==> config.mk <==
export PLATFORM = sky130hd
export DESIGN_NAME = time_set_controller
export DESIGN_NICKNAME = d
export VERILOG_FILES = /design/src/rtl/time_set_controller.sv
export SDC_FILE = /design/constraint.sdc
export NUM_CORES = 1
export LEC_CHECK = 0
export CORE_AREA = 4 4 99 101
export DETAILED_ROUTE_END_ITERATION = 10
export DIE_AREA = 0 0 103 105
export GPL_TIMING_DRIVEN = 0
export PLACE_DENSITY = 0.82
export SYNTH_ARGS = -nofsm -noshare
export SYNTH_HDL_FRONTEND = slang
export SYNTH_SLANG_ARGS = --single-unit
==> constraint.sdc <==
create_clock -name clk -period 5.45 [get_ports clk]
set_input_delay 1.09 -clock clk [delete_from_list [all_inputs] [get_ports clk]]
set_output_delay 1.09 -clock clk [all_outputs]
set_load 0.05 [all_outputs]
==> src/rtl/time_set_controller.sv <==
// time_set_controller: debounces the four KEY buttons and runs the hour/minute/second
// edit FSM that loads the clock counter. Optional hold-to-repeat: `TIME_SET_AUTOREPEAT_EN.
module time_set_controller #(
    parameter int DEBOUNCE_CYCLES = 50000,
    parameter int REPEAT_CYCLES   = 12500000
) (
    input  logic       clk,
    input  logic       rst,
    input  logic [3:0] button,
    input  logic [4:0] hourIn,
    input  logic [5:0] minIn,
    input  logic [5:0] secIn,
    output logic       set,
    output logic       load,
    output logic [4:0] hourOut,
    output logic [5:0] minOut,
    output logic [5:0] secOut,
    output logic [1:0] sethms,
    output logic       upDown
);
    localparam logic [2:0] ST_RUN    = 3'd0;
    localparam logic [2:0] ST_EDIT_H = 3'd1;
    localparam logic [2:0] ST_EDIT_M = 3'd2;
    localparam logic [2:0] ST_EDIT_S = 3'd3;
    localparam logic [2:0] ST_COMMIT = 3'd4;

    localparam int              DB_W    = $clog2(DEBOUNCE_CYCLES + 1);
    localparam logic [DB_W-1:0] DB_LAST = DB_W'(DEBOUNCE_CYCLES - 1);

    generate
        if (DEBOUNCE_CYCLES < 1 || REPEAT_CYCLES < 1) begin : g_param_check
            $error("time_set_controller: cycle parameters must be >= 1");
        end
    endgenerate

    logic [3:0] press;
`ifdef TIME_SET_AUTOREPEAT_EN
    logic [3:2] held;
`endif

    // Per button: pressed-high synchronizer, run-length debouncer, rising-edge pulse.
    genvar gi;
    generate
        for (gi = 0; gi < 4; gi++) begin : g_btn
            logic            sync1_reg, sync2_reg, level_reg, press_reg;
            logic [DB_W-1:0] cnt_reg;
            logic            differ, flip;

            assign differ = sync2_reg ^ level_reg;
            assign flip   = differ && (cnt_reg == DB_LAST);

            always_ff @(posedge clk) begin
                if (rst) begin
                    sync1_reg <= 1'b0;
                    sync2_reg <= 1'b0;
                    level_reg <= 1'b0;
                    press_reg <= 1'b0;
                    cnt_reg   <= '0;
                end else begin
                    sync1_reg <= ~button[gi];
                    sync2_reg <= sync1_reg;
                    cnt_reg   <= (differ && !flip) ? cnt_reg + 1'b1 : '0;
                    if (flip) level_reg <= sync2_reg;
                    press_reg <= flip & sync2_reg;
                end
            end

            assign press[gi] = press_reg;
`ifdef TIME_SET_AUTOREPEAT_EN
            if (gi >= 2) begin : g_held
                assign held[gi] = level_reg;
            end
`endif
        end
    endgenerate

    logic [2:0] state_reg, state_next;
    logic [4:0] hour_reg, hour_next;
    logic [5:0] min_reg, min_next, sec_reg, sec_next;
    logic       updown_reg, updown_next;
    logic       set_reg, load_reg;
    logic [1:0] sethms_reg;
    logic       mode_p, field_p, step_up, step_dn, editing;

    assign mode_p  = press[0];
    assign field_p = press[1];
    assign editing = (state_reg == ST_EDIT_H) || (state_reg == ST_EDIT_M) || (state_reg == ST_EDIT_S);

`ifdef TIME_SET_AUTOREPEAT_EN
    localparam int              RP_W    = $clog2(REPEAT_CYCLES + 1);
    localparam logic [RP_W-1:0] RP_LAST = RP_W'(REPEAT_CYCLES - 1);

    logic [RP_W-1:0] rep_cnt_reg;
    logic            rep_fire, rep_clear;

    // Repeats only while exactly one of up/down is held and no fresh event arrives.
    assign rep_fire  = editing && (held[2] ^ held[3]) && !(|press) && (rep_cnt_reg == RP_LAST);
    assign rep_clear = !editing || !(held[2] ^ held[3]) || (|press) || rep_fire;

    always_ff @(posedge clk) begin
        if (rst || rep_clear) rep_cnt_reg <= '0;
        else                  rep_cnt_reg <= rep_cnt_reg + 1'b1;
    end

    assign step_up = rep_fire ? held[2] : (press[2] & ~press[3]);
    assign step_dn = rep_fire ? held[3] : (press[3] & ~press[2]);
`else
    assign step_up = press[2] & ~press[3];
    assign step_dn = press[3] & ~press[2];
`endif

    function automatic logic [5:0] wrap60(input logic [5:0] v, input logic up);
        if (up) return (v == 6'd59) ? 6'd0 : v + 6'd1;
        return (v == 6'd0) ? 6'd59 : v - 6'd1;
    endfunction

    always_comb begin
        state_next  = state_reg;
        hour_next   = hour_reg;
        min_next    = min_reg;
        sec_next    = sec_reg;
        updown_next = updown_reg;
        case (state_reg)
            ST_RUN: begin
                if (mode_p) begin
                    state_next = ST_EDIT_H;
                    hour_next  = (hourIn > 5'd23) ? 5'd0 : hourIn;
                    min_next   = (minIn > 6'd59) ? 6'd0 : minIn;
                    sec_next   = (secIn > 6'd59) ? 6'd0 : secIn;
                end
            end
            ST_EDIT_H, ST_EDIT_M, ST_EDIT_S: begin
                if (mode_p) begin
                    state_next = ST_COMMIT;
                end else if (field_p) begin
                    state_next = (state_reg == ST_EDIT_S) ? ST_EDIT_H : state_reg + 3'd1;
                end else if (step_up || step_dn) begin
                    updown_next = step_up;
                    case (state_reg)
                        ST_EDIT_H: hour_next = step_up ? ((hour_reg == 5'd23) ? 5'd0 : hour_reg + 5'd1)
                                                       : ((hour_reg == 5'd0) ? 5'd23 : hour_reg - 5'd1);
                        ST_EDIT_M: min_next  = wrap60(min_reg, step_up);
                        default:   sec_next  = wrap60(sec_reg, step_up);
                    endcase
                end
            end
            default: state_next = ST_RUN;
        endcase
    end

    always_ff @(posedge clk) begin
        if (rst) begin
            state_reg  <= ST_RUN;
            hour_reg   <= '0;
            min_reg    <= '0;
            sec_reg    <= '0;
            updown_reg <= 1'b1;
            set_reg    <= 1'b0;
            load_reg   <= 1'b0;
            sethms_reg <= 2'd0;
        end else begin
            state_reg  <= state_next;
            hour_reg   <= hour_next;
            min_reg    <= min_next;
            sec_reg    <= sec_next;
            updown_reg <= updown_next;
            set_reg    <= (state_next != ST_RUN);
            load_reg   <= (state_next == ST_COMMIT);
            // EDIT_H/M/S encode as 1/2/3; RUN and COMMIT have zero low bits.
            sethms_reg <= state_next[1:0];
        end
    end

    assign set     = set_reg;
    assign load    = load_reg;
    assign hourOut = hour_reg;
    assign minOut  = min_reg;
    assign secOut  = sec_reg;
    assign sethms  = sethms_reg;
    assign upDown  = updown_reg;
endmodule

==> results.json, run 1 <==
{
  "outcome": "completed",
  "synthMuxAreaShare_pct": 1.61,
  "dr_total_vias": 4416,
  "synth_top_area_cell": "dfxtp_1",
  "wl_per_cell_um": 14.4,
  "holdWs_ns": 0.444,
  "synth_top_family_by_area": "simple AND/OR/NAND/NOR gates",
  "synth.most_common_cell": "nor2_1",
  "gp_congestion": 0.876,
  "io_buffer_count": 44,
  "fp.coreArea_um2": 9020,
  "clock.fmax_mhz": 342,
  "relSlewSlack_pct": 35.8,
  "yosys.area_share.simple_pct": 26.9,
  "synth.distinct_cells": 67,
  "async_reset_ff_share_pct": 0,
  "netlist_instances": 599,
  "cts-resized-gates": 0,
  "leakagePower_nw": 1.99,
  "n_fill_cell": 795,
  "cpMaxStageDelayCell": "clkdlybuf4s50_1",
  "synth_area_leaders": "dfxtp_1 (40%), nor2_1 (7.7%), xnor2_1 (6.8%), xor2_1 (5.1%), ha_1 (4.1%)",
  "grt_pass1_vias": 4258,
  "vias_per_cell": 5.74,
  "fin_setup_tns_ns": 0,
  "drive_gt1_share_pct": 5.46,
  "drtIter0Drc": 231,
  "antenna_found_initial": 0,
  "avgSynthCellArea_um2": 8.57,
  "start_util_pct": 56.9,
  "finalCritPeriodShare_pct": 53.7,
  "cts_buffers": 9,
  "path_cells": "buf_4, clkdlybuf4s50_1",
  "cap_viol_max_count": 0,
  "cts_buffer_depth": 2,
  "arrival_ns": 1.84,
  "cts.clk_slew.worst_paths_ns": 0.09,
  "fp-row-count": 35,
  "num-nets-final": 694,
  "synth-compound-area-share_pct": 11.6,
  "die_area_um2": 10800,
  "rsz0062_at_grt": "false",
  "powerDensity_nw_per_um2": 208,
  "cts_hold_buf": 0,
  "synthTopCellsByCount": "nor2_1 (105), dfxtp_1 (103), nand2_1 (43)",
  "worst_slew_pin_slew_ns": 0.961,
  "die_w_um": 103,
  "syn_to_final_growth_pct": 14.5,
  "max_stage_delay_ns": 0.79,
  "htreeDepth": 3,
  "insertion_delay_ns": 0.36,
  "irDropWorstVdd_uv": 107,
  "skew_ns": 0.0104,
  "synth_area_um2": 5130,
  "grt_first_pass_wirelength_mm": 19.1,
  "remaining_drc_errors": 0,
  "fin_ws_ns": 2.52,
  "dpl-instance-area_um2": 5710,
  "cts_tree": "built",
  "drv_slew": 0,
  "grt_max_degree": 17,
  "worstPathRequired_ns": 4.36,
  "ys_seq_elements": 103,
  "io_pins": 45,
  "final_area_um2": 5880,
  "end_kind": "output pin",
  "diodes": 0,
  "firstDrtPassIters": 5,
  "yosys_warnings": 0,
  "synth_flop_cell": "dfxtp_1",
  "syn_nets": 639,
  "fin_crit_ns": 2.93,
  "dp_hpwl_mm": 8.07,
  "synth_xor_area_share_pct": 11.9,
  "root_buffer": "clkbuf_8",
  "cts.sinks": 103,
  "finalSetupViolCount": 0,
  "postCtsSetupRepairBufs": 0,
  "fp.dieH_um": 105,
  "synth_edf_count": 0,
  "regArea_um2": 2060,
  "hold_path_class": "reg2reg",
  "yosysSeqAreaShare_pct": 40.2,
  "synth_fa_ha_area_share_pct": 4.14,
  "drt-total-wl_mm": 11.1,
  "drtAntennaViolNets": 0,
  "multi_input_area_um2": 2880,
  "synth_top_area_share_pct": 40.2,
  "largest_reg_flops": 64,
  "overflow": 0,
  "hold_viol": 0,
  "grt_usage_pct": 21.4,
  "critPathKind": "reg2out",
  "start_kind": "flip-flop",
  "crit_path_max_fanout": 7,
  "p_total_w": 0.00122,
  "dp_slack_ns": 2.44
}
power breakdown:
| part | internal, W | total [W] | switching, W |
|---|---|---|---|
| Combinational | 0.0000202 | 0.0000402 | 0.0000200 |
| Clock | 0.000167 | 0.000423 | 0.000256 |
| Sequential | 0.000756 | 0.000758 | 0.00000208 |
through the flow:
stage / cells / util, %
2_1_floorplan: 599 / -
4_1_cts: 770 / 65.2
5_1_grt: 770 / 65.2
3_3_place_gp: 754 / 63.3
3_5_place_dp: 754 / 63.3
6_report: 770 / 65.2
layer usage:
layer  vias up  wire length (um)  GRT usage (%)
li1       2204                 -              -
met1      2075              5130           28.6
met2       119              5280           34.5
met3        18               510           4.94
met4         0               166           6.01
met5         -                 0              0
kinds of logic (layout without fill, tap and decap cells):
kind of cell	Yosys count	count (layout)
xor+xnor	70	70
buf+inv	45	105
fa+ha+maj	17	17
simple gates	276	276
flops	103	103
mux	7	7
compound gates	81	81
worst max-delay path, delay by kind of cell (launching register included):
family | cells | cell delay (ns)
flip-flops | 1 | 0.53
buffers and inverters | 2 | 0.96
layout make-up:
class	count	share of cell area, %
clock inverter	5	0.596
multi-input combinational	451	49.1
timing repair buffer	44	7.49
tap	111	2.36
inverter	20	1.28
clock buffer	11	2.23
buffer	25	1.89
sequential	103	35.1
layout by cell type (no fill, tap or decap), types with 4 or more instances in the layout:
cell type        instances
nor3_1                  17
nor4b_1                  4
o21ai_0                 12
a31oi_1                  7
nand4_1                 17
mux2i_1                  6
xnor2_1                 40
clkdlybuf4s50_1         44
a21oi_1                 12
or3_1                    6
inv_1                   20
nor2_1                 105
a221oi_1                 6
clkbuf_1                20
nand3_1                 29
dfxtp_1                103
a211oi_1                10
nor2b_1                  6
clkbuf_8                 9
and3_1                  17
xor2_1                  30
nand2_1                 43
nor3b_1                  7
ha_1                    17
worst paths after layout:
check,to,slack (ns),from,depth (start not counted)
worst min register to register,g_btn[3].sync2_reg$_SDFF_PP0_,0.44,g_btn[3].sync1_reg$_SDFF_PP0_,1
worst max register to register,minOut[0]$_SDFFE_PP0P_,2.88,state_reg[1]$_SDFF_PP0_,7
worst max-delay path,sethms[1],2.52,state_reg[1]$_SDFF_PP0_,2
worst min-delay path,g_btn[3].sync2_reg$_SDFF_PP0_,0.44,g_btn[3].sync1_reg$_SDFF_PP0_,1
No activity file was read; power rests on OpenSTA's default activity.
==> run 2: changes to the inputs <==
--- a/config.mk
+++ b/config.mk
@@ -5,11 +5,11 @@
 export SDC_FILE = /design/constraint.sdc
 export NUM_CORES = 1
 export LEC_CHECK = 0
-export CORE_AREA = 4 4 99 101
+export CORE_AREA = 4 4 100 102
 export DETAILED_ROUTE_END_ITERATION = 10
-export DIE_AREA = 0 0 103 105
+export DIE_AREA = 0 0 104 106
 export GPL_TIMING_DRIVEN = 0
-export PLACE_DENSITY = 0.82
+export PLACE_DENSITY = 0.81
 export SYNTH_ARGS = -nofsm -noshare
 export SYNTH_HDL_FRONTEND = slang
 export SYNTH_SLANG_ARGS = --single-unit
==> constraint.sdc (replaced) <==
create_clock -name clk -period 2.7 [get_ports clk]
set_input_delay 0.54 -clock clk [delete_from_list [all_inputs] [get_ports clk]]
set_output_delay 0.54 -clock clk [all_outputs]
set_load 0.05 [all_outputs]
==> run 2 against run 1 <==
Against the previous run:
- power rose by 110%
- count of clock-buffer cells in the layout grew 1
- first-iteration DRC count is 24% lower
- wire length up 0.14%
- highest routed layer unchanged
- via count about the same
==> results.json, run 2 (synthesis gave the netlist of run 1 again) <==
{
  "diodes": 0,
  "drt-total-wl_mm": 11.1,
  "cts.clk_slew.worst_paths_ns": 0.09,
  "fin_crit_ns": 2.54,
  "final_common_cell": "nor2_1",
  "finalCritPeriodShare_pct": 94.0,
  "start_kind": "flip-flop",
  "die_w_um": 104,
  "irDropWorstVdd_uv": 218,
  "postCtsSetupRepairBufs": 0,
  "insertion_delay_ns": 0.37,
  "grt_pass1_vias": 4319,
  "fp.dieH_um": 106,
  "gp_congestion": 0.867,
  "powerDensity_nw_per_um2": 426,
  "hold_viol": 0,
  "outcome": "completed",
  "finalSetupViolCount": 0,
  "drtAntennaViolNets": 0,
  "remaining_drc_errors": 0,
  "skew_ns": 0.0120,
  "clock.fmax_mhz": 394,
  "dp_hpwl_mm": 8.27,
  "firstDrtPassIters": 4,
  "worstPathRequired_ns": 2.96,
  "final_cell_mix": "nor2_1 (105), dfxtp_1 (103), clkdlybuf4s50_1 (44)",
  "cts_buffers": 9,
  "cts.sinks": 103,
  "start_util_pct": 56.3,
  "place_inst": 754,
  "fp-row-count": 35,
  "top_usage_layer": "met2",
  "end_kind": "flip-flop",
  "drive_gt1_share_pct": 5.61,
  "htreeDepth": 3,
  "die_area_um2": 11000,
  "grt_use_met1_pct": 24.3,
  "relSlewSlack_pct": 58.6,
  "cap_viol_max_count": 0,
  "final_cells": 770,
  "leakagePower_nw": 2.00,
  "fp.coreArea_um2": 9110,
  "worst_slew_pin_slew_ns": 0.617,
  "vias_per_cell": 5.74,
  "cts_tree": "built",
  "cts_buffer_depth": 2,
  "io_pins": 45,
  "overflow": 0,
  "final_area_um2": 5920,
  "fin_util_pct": 65.0,
  "fin_setup_tns_ns": 0,
  "io_buffer_count": 44,
  "dpl-instance-area_um2": 5710,
  "use_met3_pct": 5.10,
  "wl_per_cell_um": 14.4,
  "hold_path_class": "reg2reg",
  "critPathKind": "reg2reg",
  "grt_usage_pct": 20.5,
  "grt_first_pass_wirelength_mm": 19.0,
  "drtIter0Drc": 175,
  "syn_to_final_growth_pct": 15.3,
  "grt_max_degree": 17,
  "drv_slew": 0,
  "root_buffer": "clkbuf_8",
  "crit_path_max_fanout": 10,
  "grt.met2_usage_pct": 35.8,
  "dr_total_vias": 4418,
  "rsz0062_at_grt": "false",
  "arrival_ns": 2.80,
  "largest_reg_flops": 64,
  "antenna_found_initial": 0,
  "num-nets-final": 694
}
[run 2: cell types whose count changed in the layout (fill, tap and decap cells not counted)]
cell / before / now
clkbuf_8: 9 / 11
a2111oi_2: 1 / 0
a2111oi_4: 0 / 1
o21bai_4: 0 / 1
clkinv_2: 2 / 1
o21bai_2: 1 / 0
clkbuf_1: 20 / 19
[run 2: critical path: stages (launching register included)]
cell,delay [ns]
dfxtp_1,0.56
inv_1,0.16
ha_1,0.30
o21bai_4,0.30
and3_2,0.23
buf_2,0.19
a31oi_1,0.15
or3_1,0.41
o32ai_1,0.15
[run 2: final timing paths]
path,start,endpoint,slack (ns),cells after the start
max,state_reg[1]$_SDFF_PP0_,minOut[3]$_SDFFE_PP0P_,0.16,8
min,g_btn[1].sync1_reg$_SDFF_PP0_,g_btn[1].sync2_reg$_SDFF_PP0_,0.44,1
max reg2reg,state_reg[1]$_SDFF_PP0_,minOut[3]$_SDFFE_PP0P_,0.16,8
min reg2reg,g_btn[1].sync1_reg$_SDFF_PP0_,g_btn[1].sync2_reg$_SDFF_PP0_,0.44,1
[run 2: per-layer routing]
layer / vias up / share of wire (%) / wire length, um
li1: 2205 / - / -
met1: 2082 / 45 / 4970
met2: 116 / 49 / 5440
met3: 15 / 4.7 / 517
met4: 0 / 1.5 / 170
met5: - / 0 / 0
[run 2: stage by stage]
step / setup WS [ns] / hold WS, ns / power [W]
2_1_floorplan: 0.384 / 0.414 / 0.00159
3_3_place_gp: 0.219 / 0.420 / 0.00164
3_5_place_dp: 0.135 / 0.428 / 0.00165
4_1_cts: 0.126 / 0.441 / 0.00255
5_1_grt: 0.00554 / 0.448 / 0.00262
6_report: 0.162 / 0.443 / 0.00252
[run 2: power by group]
part | internal (W) | switching, W | total, W
Combinational | 0.0000408 | 0.0000403 | 0.0000811
Clock | 0.000388 | 0.000522 | 0.000911
Sequential | 0.00153 | 0.00000427 | 0.00153
Total | 0.00195 | 0.000567 | 0.00252
[run 2: final cells by class]
class                           count  area [um^2]
Fill cell                         755         3190
Multi-Input combinational cell    451         2900
Sequential cell                   103         2060
Timing Repair Buffer               44          440
Clock buffer                       12          155
Tap cell                          111          139
Buffer                             25          111
Inverter                           20         75.1
Clock inverter                      4         30.0
[run 2: timing repair]
| action | in CTS | in global routing |
|---|---|---|
| endpoints found under the setup margin | 0 | 1 |
| hold buffers | 0 | 0 |
| resized for setup | 0 | 2 |
==> run 3: changes to the inputs <==
--- a/config.mk
+++ b/config.mk
@@ -5,6 +5,7 @@
 export SDC_FILE = /design/constraint.sdc
 export NUM_CORES = 1
 export LEC_CHECK = 0
+export ABC_CLOCK_PERIOD_IN_PS = 2700
 export CORE_AREA = 4 4 100 102
 export DETAILED_ROUTE_END_ITERATION = 10
 export DIE_AREA = 0 0 104 106
==> results of run 3 <==
Same layout as run 2: the final DEF is identical, and so are final timing and power.
